`src/rtl/trail_particle_pool.sv`:
```
// -----------------------------------------------------------------------------
// trail_particle_pool
//   Particle pool for the player's exhaust trail. Every SPAWN_PERIOD run ticks
//   a burst of BURST particles is written behind the player into the next
//   group of slots (round robin). On every run or crash tick each live
//   particle scrolls left and loses one unit of life. In run mode it also
//   drifts vertically with the player's velocity. All state advances only on
//   frame_tick. The pool is exposed to the renderer as packed per-slot buses.
//
// Ports
//   clk, rst       clock, synchronous active-high reset
//   frame_tick     one-cycle strobe per video frame; inputs sampled only then
//   mode           00 clear, 01 run, 10 pause, 11 crash
//   player_y       player top edge (spawn origin)
//   velocity       player speed magnitude; vel_dir 0 = up, 1 = down
//   at_boundary    player touching upper/lower bound (suppresses drift)
//   part_x/y/life  packed per-slot state, slot 0 in the LSBs; life 0 = dead
//   active_count   registered popcount of live slots (one clk behind state)
//   drop_count     saturating count of live particles overwritten by bursts
//
// When N_PART is not a multiple of BURST, the trailing N_PART % BURST slots
// belong to no group; they are never spawned and stay dead.
// -----------------------------------------------------------------------------
module trail_particle_pool #(
    parameter int N_PART       = 48,
    parameter int BURST        = 5,
    parameter int X_W          = 10,
    parameter int Y_W          = 9,
    parameter int LIFE_W       = 4,
    parameter int SPAWN_PERIOD = 3,
    parameter int SPAWN_X      = 152,
    parameter int H_SPEED      = 4,
    parameter int X_MIN        = 10,
    parameter int PLAYER_SIZE  = 40,
    parameter int Y_OFS        = 4,
    parameter int LIFE_CENTER  = 10,
    parameter int LIFE_STEP    = 2,
    parameter int DRIFT_SHIFT  = 2
) (
    input  logic                         clk,
    input  logic                         rst,
    input  logic                         frame_tick,
    input  logic [1:0]                   mode,
    input  logic [Y_W-1:0]               player_y,
    input  logic [8:0]                   velocity,
    input  logic                         vel_dir,
    input  logic                         at_boundary,
    output logic [N_PART*X_W-1:0]        part_x,
    output logic [N_PART*Y_W-1:0]        part_y,
    output logic [N_PART*LIFE_W-1:0]     part_life,
    output logic [$clog2(N_PART+1)-1:0]  active_count,
    output logic [7:0]                   drop_count
);

    localparam int N_GROUPS = N_PART / BURST;
    localparam int PTR_W    = (N_GROUPS > 1) ? $clog2(N_GROUPS) : 1;
    localparam int TMR_W    = (SPAWN_PERIOD > 1) ? $clog2(SPAWN_PERIOD) : 1;
    localparam int ACT_W    = $clog2(N_PART + 1);
    localparam int DADD_W   = $clog2(BURST + 1);
    localparam int SW       = ((Y_W > 9) ? Y_W : 9) + 1;   // headroom for y +/- drift
    localparam int Y_MAX    = (1 << Y_W) - 1;
    localparam int Y_STEP   = PLAYER_SIZE / (BURST - 1);

    // Tick qualifiers
    logic tick_clear, tick_run, tick_age, spawn_fire, drift_en;
    logic [PTR_W-1:0]  grp_ptr_reg;
    logic [TMR_W-1:0]  timer_reg;
    logic [ACT_W-1:0]  active_count_reg, live_cnt;
    logic [7:0]        drop_count_reg;
    logic [DADD_W-1:0] drop_add;
    logic [8:0]        drop_sum;
    logic [8:0]        drift_amt;
    logic [N_PART-1:0] live_vec;

    assign tick_clear = frame_tick && (mode == 2'b00);
    assign tick_run   = frame_tick && (mode == 2'b01);
    assign tick_age   = frame_tick && mode[0];          // run (01) or crash (11)
    assign spawn_fire = tick_run && (timer_reg == TMR_W'(SPAWN_PERIOD - 1));
    assign drift_en   = tick_run && (velocity > 9'd1) && !at_boundary;
    assign drift_amt  = velocity >> DRIFT_SHIFT;

    // ------------------------------------------------------------------
    // Per-slot state
    // ------------------------------------------------------------------
    genvar gi;
    generate
        for (gi = 0; gi < N_PART; gi++) begin : g_slot
            localparam int J        = gi % BURST;
            localparam int G        = gi / BURST;
            localparam int DIST     = (J > BURST / 2) ? (J - BURST / 2) : (BURST / 2 - J);
            localparam int LIFE_RAW = LIFE_CENTER - DIST * LIFE_STEP;
            localparam int LIFE_SP  = (LIFE_RAW < 1) ? 1 : LIFE_RAW;
            localparam int DY       = J * Y_STEP + Y_OFS;

            logic [X_W-1:0]    x_reg;
            logic [Y_W-1:0]    y_reg, y_drift;
            logic [LIFE_W-1:0] life_reg;
            logic [SW-1:0]     y_up;
            logic              hit;

            if (G < N_GROUPS) begin : g_hit
                assign hit = spawn_fire && (grp_ptr_reg == PTR_W'(G));
            end else begin : g_nohit
                assign hit = 1'b0;
            end

            // Saturating drift: clamp to the top of the y range going up,
            // to 0 going down.
            assign y_up = SW'(y_reg) + SW'(drift_amt);
            always_comb begin
                y_drift = y_reg;
                if (vel_dir) begin
                    y_drift = (SW'(drift_amt) > SW'(y_reg)) ? '0 : (y_reg - Y_W'(drift_amt));
                end else begin
                    y_drift = (y_up > SW'(Y_MAX)) ? Y_W'(Y_MAX) : y_up[Y_W-1:0];
                end
            end

            always_ff @(posedge clk) begin
                if (rst || tick_clear) begin
                    x_reg    <= '0;
                    y_reg    <= '0;
                    life_reg <= '0;
                end else if (tick_age) begin
                    if (hit) begin
                        // Spawn wins over age/drift for the written group.
                        x_reg    <= X_W'(SPAWN_X);
                        y_reg    <= player_y + Y_W'(DY);
                        life_reg <= LIFE_W'(LIFE_SP);
                    end else if (life_reg != '0) begin
                        x_reg <= x_reg - X_W'(H_SPEED);
                        // Kill test uses the pre-scroll x.
                        if ((x_reg < X_W'(X_MIN)) || (life_reg == LIFE_W'(1)))
                            life_reg <= '0;
                        else
                            life_reg <= life_reg - LIFE_W'(1);
                        if (drift_en)
                            y_reg <= y_drift;
                    end
                end
            end

            assign live_vec[gi]                       = (life_reg != '0);
            assign part_x[gi*X_W +: X_W]              = x_reg;
            assign part_y[gi*Y_W +: Y_W]              = y_reg;
            assign part_life[gi*LIFE_W +: LIFE_W]     = life_reg;
        end
    endgenerate

    // ------------------------------------------------------------------
    // Counters: live slots in the group about to be overwritten, and pool
    // popcount
    // ------------------------------------------------------------------
    always_comb begin
        drop_add = '0;
        for (int g = 0; g < N_GROUPS; g++) begin
            if (grp_ptr_reg == PTR_W'(g)) begin
                for (int j = 0; j < BURST; j++)
                    drop_add = drop_add + DADD_W'(live_vec[g*BURST + j]);
            end
        end
    end

    always_comb begin
        live_cnt = '0;
        for (int i = 0; i < N_PART; i++)
            live_cnt = live_cnt + ACT_W'(live_vec[i]);
    end

    assign drop_sum = {1'b0, drop_count_reg} + 9'(drop_add);

    // ------------------------------------------------------------------
    // Spawn timer, group pointer, drop counter, active count
    // ------------------------------------------------------------------
    always_ff @(posedge clk) begin
        if (rst || tick_clear) begin
            timer_reg      <= '0;
            grp_ptr_reg    <= '0;
            drop_count_reg <= '0;
        end else if (tick_run) begin
            if (spawn_fire) begin
                timer_reg      <= '0;
                grp_ptr_reg    <= (grp_ptr_reg == PTR_W'(N_GROUPS - 1)) ? '0 : grp_ptr_reg + PTR_W'(1);
                drop_count_reg <= drop_sum[8] ? 8'hFF : drop_sum[7:0];
            end else begin
                timer_reg <= timer_reg + TMR_W'(1);
            end
        end
    end

    always_ff @(posedge clk) begin
        if (rst)
            active_count_reg <= '0;
        else
            active_count_reg <= live_cnt;
    end

    assign active_count = active_count_reg;
    assign drop_count   = drop_count_reg;

endmodule
```
`config.mk`:
```
export PLATFORM = sky130hd
export DESIGN_NAME = trail_particle_pool
export DESIGN_NICKNAME = d
export VERILOG_FILES = /design/src/rtl/trail_particle_pool.sv
export SDC_FILE = /design/constraint.sdc
export NUM_CORES = 2
export LEC_CHECK = 0
export BUFFER_PORTS_ARGS = -buffer_cell sky130_fd_sc_hd__buf_2
export CORE_MARGIN = 1
export CORE_UTILIZATION = 30
export CTS_BUF_LIST = sky130_fd_sc_hd__clkbuf_4 sky130_fd_sc_hd__clkbuf_8
export CTS_CLUSTER_SIZE = 40
export DETAILED_ROUTE_END_ITERATION = 12
export GPL_TIMING_DRIVEN = 0
export PLACE_DENSITY_LB_ADDON = 0.12
export SKIP_CTS_REPAIR_TIMING = 1
export SYNTH_ARGS = -nofsm -noshare
export SYNTH_HDL_FRONTEND = slang
export SYNTH_SLANG_ARGS = --single-unit
```
`constraint.sdc`:
```
create_clock -name clk -period 15.65 [get_ports clk]
set_input_delay 0.7825 -clock clk [delete_from_list [all_inputs] [get_ports clk]]
set_output_delay 0.7825 -clock clk [all_outputs]
set_load 0.1 [all_outputs]
```
=== Yosys cells after proc, flatten, opt, wreduce, memory -nomap -nowiden ===
Index checks and enable logic that the tools add are counted.

* Bits in registers: 1124
* Input port bits: 25
* Output and inout bits: 1118
* Logic and storage cells: 1427

* $add $sub $neg: 291
* $lt $le $gt $ge: 145
* Equal/unequal tests: 58
* Mux-type cells: 519
* Reduce and logical (&&, ||, !) cells: 266

{| class="wikitable"
|+ Operator list
! kind !! count
|-
| 9-bit two-way mux || 279
|-
| 10-bit two-way mux || 90
|-
| 4-bit two-way mux || 139
|-
| 9-bit by 7-bit adder with 10-bit output || 48
|-
| 10-bit by 9-bit greater-than comparator with 1-bit output, second input constant || 48
|-
| 10-bit by 4-bit < comparator with 1-bit output, second input constant || 48
|-
| 10-bit by 3-bit subtractor with 10-bit output, second input constant || 48
|-
| 7-bit by 9-bit greater-than comparator with 1-bit output || 48
|-
| 9-bit by 7-bit subtractor with 9-bit output || 48
|-
| 6-bit by 1-bit adder with 6-bit output || 42
|-
| 4-bit by 1-bit == test with 1-bit output, second input constant || 49
|-
| 4-bit nonzero test || 48
|-
| 4-bit by 1-bit subtractor with 4-bit output, second input constant || 48
|-
| 3-bit AND reduction || 48
|-
| 3-bit by 1-bit adder with 3-bit output || 42
|-
| 2-bit nonzero test || 54
|-
| 2-bit AND reduction || 49
|-
| 1-bit logical OR || 49
|-
| 3-bit two-way mux || 9
|-
| 9-bit by 6-bit adder with 9-bit output, second input constant || 2
|-
| 4-bit by 3-bit == test with 1-bit output, second input constant || 4
|-
| 1-bit logical AND || 15
|-
| 8-bit by 3-bit adder with 9-bit output || 1
|-
| 9-bit by 3-bit adder with 9-bit output, second input constant || 1
|-
| 19 further kinds || 22
|}

=== Longest topological paths before layout ===
* Depth in word-level cells: 56
* Gate-level depth with buffers: 58
* Gate-level depth less buffers: 58

=== Worst setup path before layout ===
Ideal clock, no wire load.

* Kind: reg-to-reg
* From: register g_slot[1].life_reg[0]
* To: register drop_count_reg[3], in the netlist drop_count[3]
* Setup time: 78 ps
* Arrival: 12674 ps
* Required time: 15572 ps
* Slack: 2897 ps
* Cell stages (with the launch flop): 57
* Buffers on the path: 0
* Period minus slack after synthesis: 12753 ps
* Cell sequence: dfxtp_1 -> inv_1 -> ha_1 -> nand2_1 -> fa_1 -> xor2_1 -> ha_1 -> and3_1 -> fa_1 -> ha_1 -> inv_1 -> fa_1 -> nor2b_1 -> o21a_1 -> ha_1 -> inv_1 -> fa_1 -> or2_2 -> [21 not listed] -> inv_1 -> fa_1 -> nor2_1 -> a21o_1 -> ha_1 -> fa_1 -> xnor2_1 -> o22ai_1 -> xnor2_1 -> xnor2_1 -> xnor2_1 -> ha_1 -> nor2b_1 -> o21ai_0 -> inv_1 -> nand3_1 -> and3_1 -> nor3_1

* Longest elaborated chain between the ends: 56

{| class="wikitable"
|+ Ends and longest elaborated chain
! what !! line !! RTL
|-
| start: declaration || 97 || <nowiki>logic [LIFE_W-1:0] life_reg;</nowiki>
|-
| start signal: assignment || 129 || <nowiki>life_reg <= LIFE_W'(LIFE_SP);</nowiki>
|-
| start signal: assignment || 136 || <nowiki>life_reg <= life_reg - LIFE_W'(1);</nowiki>
|-
| 4-bit nonzero test * || 143 || <nowiki>assign live_vec[gi] = (life_reg != '0);</nowiki>
|-
| 1-bit by 1-bit adder with 2-bit output * || 159 || <nowiki>drop_add = drop_add + DADD_W'(live_vec[g*BURST + j]);</nowiki>
|-
| 2-bit by 1-bit adder with 3-bit output * || 159 ||
|-
| 3-bit by 1-bit adder with 3-bit output * (2 in series) || 159 ||
|-
| 3-bit two-way mux * || 157 || <nowiki>if (grp_ptr_reg == PTR_W'(g)) begin</nowiki>
|-
| 3-bit by 1-bit adder with 3-bit output (5 in series) || 159 ||
|-
| 3-bit two-way mux * || 157 ||
|-
| 3-bit by 1-bit adder with 3-bit output (5 in series) || 159 ||
|-
| [19 not listed] || n/a ||
|-
| 3-bit by 1-bit adder with 3-bit output (5 in series) || 159 ||
|-
| 3-bit two-way mux * || 157 ||
|-
| 3-bit by 1-bit adder with 3-bit output (5 in series) || 159 ||
|-
| 3-bit two-way mux * || 157 ||
|-
| 3-bit by 1-bit adder with 3-bit output (5 in series) || 159 ||
|-
| 3-bit two-way mux * || 157 ||
|-
| 8-bit by 3-bit adder with 9-bit output * || 170 || <nowiki>assign drop_sum = {1'b0, drop_count_reg} + 9'(drop_add);</nowiki>
|-
| 8-bit two-way mux * || 184 || <nowiki>drop_count_reg <= drop_sum[8] ? 8'hFF : drop_sum[7:0];</nowiki>
|-
| end signal: assignment || 184 ||
|-
| end: declaration || 69 || <nowiki>logic [7:0] drop_count_reg;</nowiki>
|}

Every way passes the cells marked *; elsewhere a longest branch is shown, timed or not.
A chain may end at the register's enable or synchronous reset.

=== Worst setup path after layout ===
* From: register g_slot[3].life_reg[0]
* To: register drop_count_reg[5], in the netlist drop_count[5]

* Longest elaborated chain between the ends: 54

{| class="wikitable"
|+ Ends and longest elaborated chain
! what !! line
|-
| start: declaration || 97
|-
| start signal: assignment || 129
|-
| start signal: assignment || 136
|-
| 4-bit nonzero test * || 143
|-
| 3-bit by 1-bit adder with 3-bit output * (2 in series) || 159
|-
| 3-bit two-way mux * || 157
|-
| 3-bit by 1-bit adder with 3-bit output (5 in series) || 159
|-
| 3-bit two-way mux * || 157
|-
| 3-bit by 1-bit adder with 3-bit output (5 in series) || 159
|-
| 3-bit two-way mux * || 157
|-
| 3-bit by 1-bit adder with 3-bit output (5 in series) || 159
|-
| [13 not listed] || n/a
|-
| 3-bit by 1-bit adder with 3-bit output (5 in series) || 159
|-
| 3-bit two-way mux * || 157
|-
| 3-bit by 1-bit adder with 3-bit output (5 in series) || 159
|-
| 3-bit two-way mux * || 157
|-
| 3-bit by 1-bit adder with 3-bit output (5 in series) || 159
|-
| 3-bit two-way mux * || 157
|-
| 8-bit by 3-bit adder with 9-bit output * || 170
|-
| 8-bit two-way mux * || 184
|}

Marks and branches as above.

==> metrics.yaml <==
outcome:
  run_status: "finished with violations"
  violations: "max-capacitance violations, max-slew violations"
floorplanning:
  die_h_um: 538
  die-area_sq_um: 290000
  core_sq_um: 285000
  initial_core_util: 0.302
  die_w_um: 538
  num_rows: 196
  ios: 1143
logic_synthesis:
  yosysUniqueCellTypes: 97
  synth_area_per_cell_sq_um: 7.86
  yosys_warnings: 0
  synth_area_sq_um: 86200
  async_reset_ff_frac: 0
  synth-edff-count: 0
  yosysSeqAreaShare: 0.239
  ys_ff_latch: 1028
  synthesis.instances: 11000
  synthFlopType: "dfxtp_1"
timing:
  maxSlewViolCount: 76
  finClkSkew_ns: 0.109
  slew_headroom: -0.101
  setup_viol: 0
  rsz0062_at_grt: "no"
  min_period_ns: 13.65
  finalHoldViolCount: 0
  tightest_slew_ns: 1.65
  max_freq_ghz: 0.0733
  whs_ns: 0.0800
  post-route-period-util: 0.872
setup_path:
  path_max_fanout: 7
  r2r_start: "g_slot[3].life_reg[0]$_SDFFE_PP0P_"
  max_stage_delay_ns: 0.58
  worstSetupEndpointType: "register"
  critPathMostFrequentCell: "ha_1"
  critical_path.top_delay_family: "adder cells"
  required_ns: 16.59
  cp_slowest_cell: "fa_1"
  crit_path_start_kind: "register"
  crit_buf_inv: 8
  regToRegSetupSlack_ns: 2.00
  reg2reg_depth: 56
  crit_path_start: "g_slot[3].life_reg[0]$_SDFFE_PP0P_"
  crit_arrival_ns: 14.58
  worstSetupPathType: "register to register"
  cp.depth: 56
final_layout:
  drive_gt1_frac: 0.163
  multi_input_area_sq_um: 61000
  stdcell_count: 16400
  register_area_sq_um: 20600
  fillers: 30200
  largest_reg_flops: 432
  layout.nets: 13600
  design_area_sq_um: 104000
  area_growth_pct: 21.2
job:
  max-cap-violations: 11
place:
  gp_congestion: 1.00
  dp_cells: 16000
  post-dp-hpwl_um: 461000
  placement.cell_area_sq_um: 99600
  portBuffers: 1041
global_route:
  antenna_found_initial: 120
  grt_pass1_vias: 90100
  overflow: 0
  grt_use_total: 0.396
  grt_pass1_wl_um: 787000
  grt_max_degree: 59
cts:
  cts-root-buf: "clkbuf_8"
  path_clk_slew_ns: 0.06
  numCtsBuffers: 222
  clockBufferDepth: 4
  insertion_delay_ns: 1.12
  htree_levels: 4
  cts_num_sinks: 1028
  cts_tree: "yes"
routing:
  first_pass_iters: 7
  routed_wirelength_um: 598000
  ant_nets: 0
  wire_per_inst_um: 36.4
  drc: 0
  vias_per_cell: 6.04
  drt_iter0_drc: 12800
  num_vias: 99300
min_path:
  hold_path_class: "input pin to register"
  hold_start: "rst"
  hold_depth: 2
pwr:
  p_total_mw: 7.27
  irDropWorstVdd_uv: 77.0
  p_leak_nw: 45.3
  power.density_nw_per_um2: 69.6
worst register-to-register path, delay by kind of cell, from the launching register on:
family | cells | cell delay (ns)
compound gates | 8 | 1.61
simple gates | 14 | 2.08
flops | 1 | 0.45
buf+inv | 8 | 0.52
fa+ha+maj | 21 | 7.94
xor+xnor | 5 | 0.90
final cells by class:
class | instances | share of cell area
buffer | 624 | 0.0283
sequential | 1028 | 0.197
antenna | 63 | 0.00151
clock buffer | 356 | 0.0422
tap | 3762 | 0.0451
timing repair buffer | 1164 | 0.0739
multi-input combinational | 8725 | 0.584
inverter | 693 | 0.0252
clock inverter | 31 | 0.00307
logic make-up (layout without fill, tap and decap cells):
| group | Yosys count | count (layout) | share of synthesized area |
|---|---|---|---|
| XOR/XNOR | 713 | 713 | 0.0724 |
| AO/OA/AOI/OAI | 3451 | 3451 | 0.267 |
| buffers and inverters | 1317 | 2868 | 0.0626 |
| other | 1 | 159 | 0.0000435 |
| adder cells (fa/ha/maj) | 1092 | 1092 | 0.172 |
| flip-flops | 1028 | 1028 | 0.239 |
| AND/OR/NAND/NOR | 3335 | 3335 | 0.182 |
| multiplexers | 38 | 38 | 0.00457 |
power breakdown:
group | leakage (nW) | total [mW] | switching, mW | internal (mW)
clock network | 2.53 | 3.35 | 1.53 | 1.83
logic | 34.5 | 1.30 | 1.01 | 0.292
registers | 8.27 | 2.62 | 0.000331 | 2.62
total | 45.3 | 7.27 | 2.54 | 4.74
per-layer routing:
layer / wire length [um] / vias up / GRT usage
met5: 736 / - / 0.00543
met4: 49500 / 32 / 0.289
met3: 72700 / 1502 / 0.129
met2: 246000 / 6540 / 0.577
met1: 230000 / 48800 / 0.485
li1: - / 42400 / -
metrics by stage:
step	utilization	worst slack (ns)	TNS (ns)
2_1_floorplan	-	2.90	0
3_3_place_gp	0.338	-1.28	-284.40
3_5_place_dp	0.349	2.10	0
4_1_cts	0.365	2.07	0
5_1_grt	0.366	1.28	0
6_report	0.366	2.00	0
cells in the final DEF (no fill, tap or decap), types with 282 or more instances in the layout:
cell / n
nor3_1: 315
clkbuf_1: 282
nor2_1: 1251
nand2_1: 709
dfxtp_1: 1028
o21ai_0: 718
inv_1: 687
ha_1: 932
buf_2: 1137
xnor2_1: 374
a21oi_1: 953
xor2_1: 308
cells in the mapped netlist (38+ instances only):
master	count	area, sq um
o221ai_1	109	955
o311ai_0	38	333
inv_1	693	2600
ha_1	932	11700
fa_1	160	3200
nor3b_1	51	383
a31oi_1	120	751
or3_1	107	669
o21bai_1	106	796
buf_2	67	335
nand2_1	709	2660
a21oi_1	958	4790
a221oi_1	84	736
and3_1	51	319
o31ai_1	89	668
nor4_1	137	857
xor2_1	318	2790
a22oi_1	72	541
nor2_1	1252	4700
a311oi_1	41	359
a211oi_1	129	968
dfxtp_1	1028	20600
nor3_1	315	1580
buf_4	98	736
a32o_1	87	871
nor2b_1	166	1040
o211ai_1	123	923
buf_1	82	308
xnor2_1	395	3460
o21ai_0	725	3630
o31a_1	62	543
nand3_1	160	801
nand2b_1	163	1020
a21o_1	99	743
clkbuf_1	376	1410
a22o_1	57	499
o21a_1	112	841
nand3b_1	45	338
path summary, 6_finish.rpt:
check,endpoint
worst max-delay path,drop_count[5]$_SDFFE_PP0P_
worst min-delay path,active_count[2]$_SDFF_PP0_
worst max register to register,drop_count[5]$_SDFFE_PP0P_
worst min register to register,g_slot[24].y_reg[5]$_SDFFE_PP0P_
Note: power is estimated with default switching activity, not from simulation.
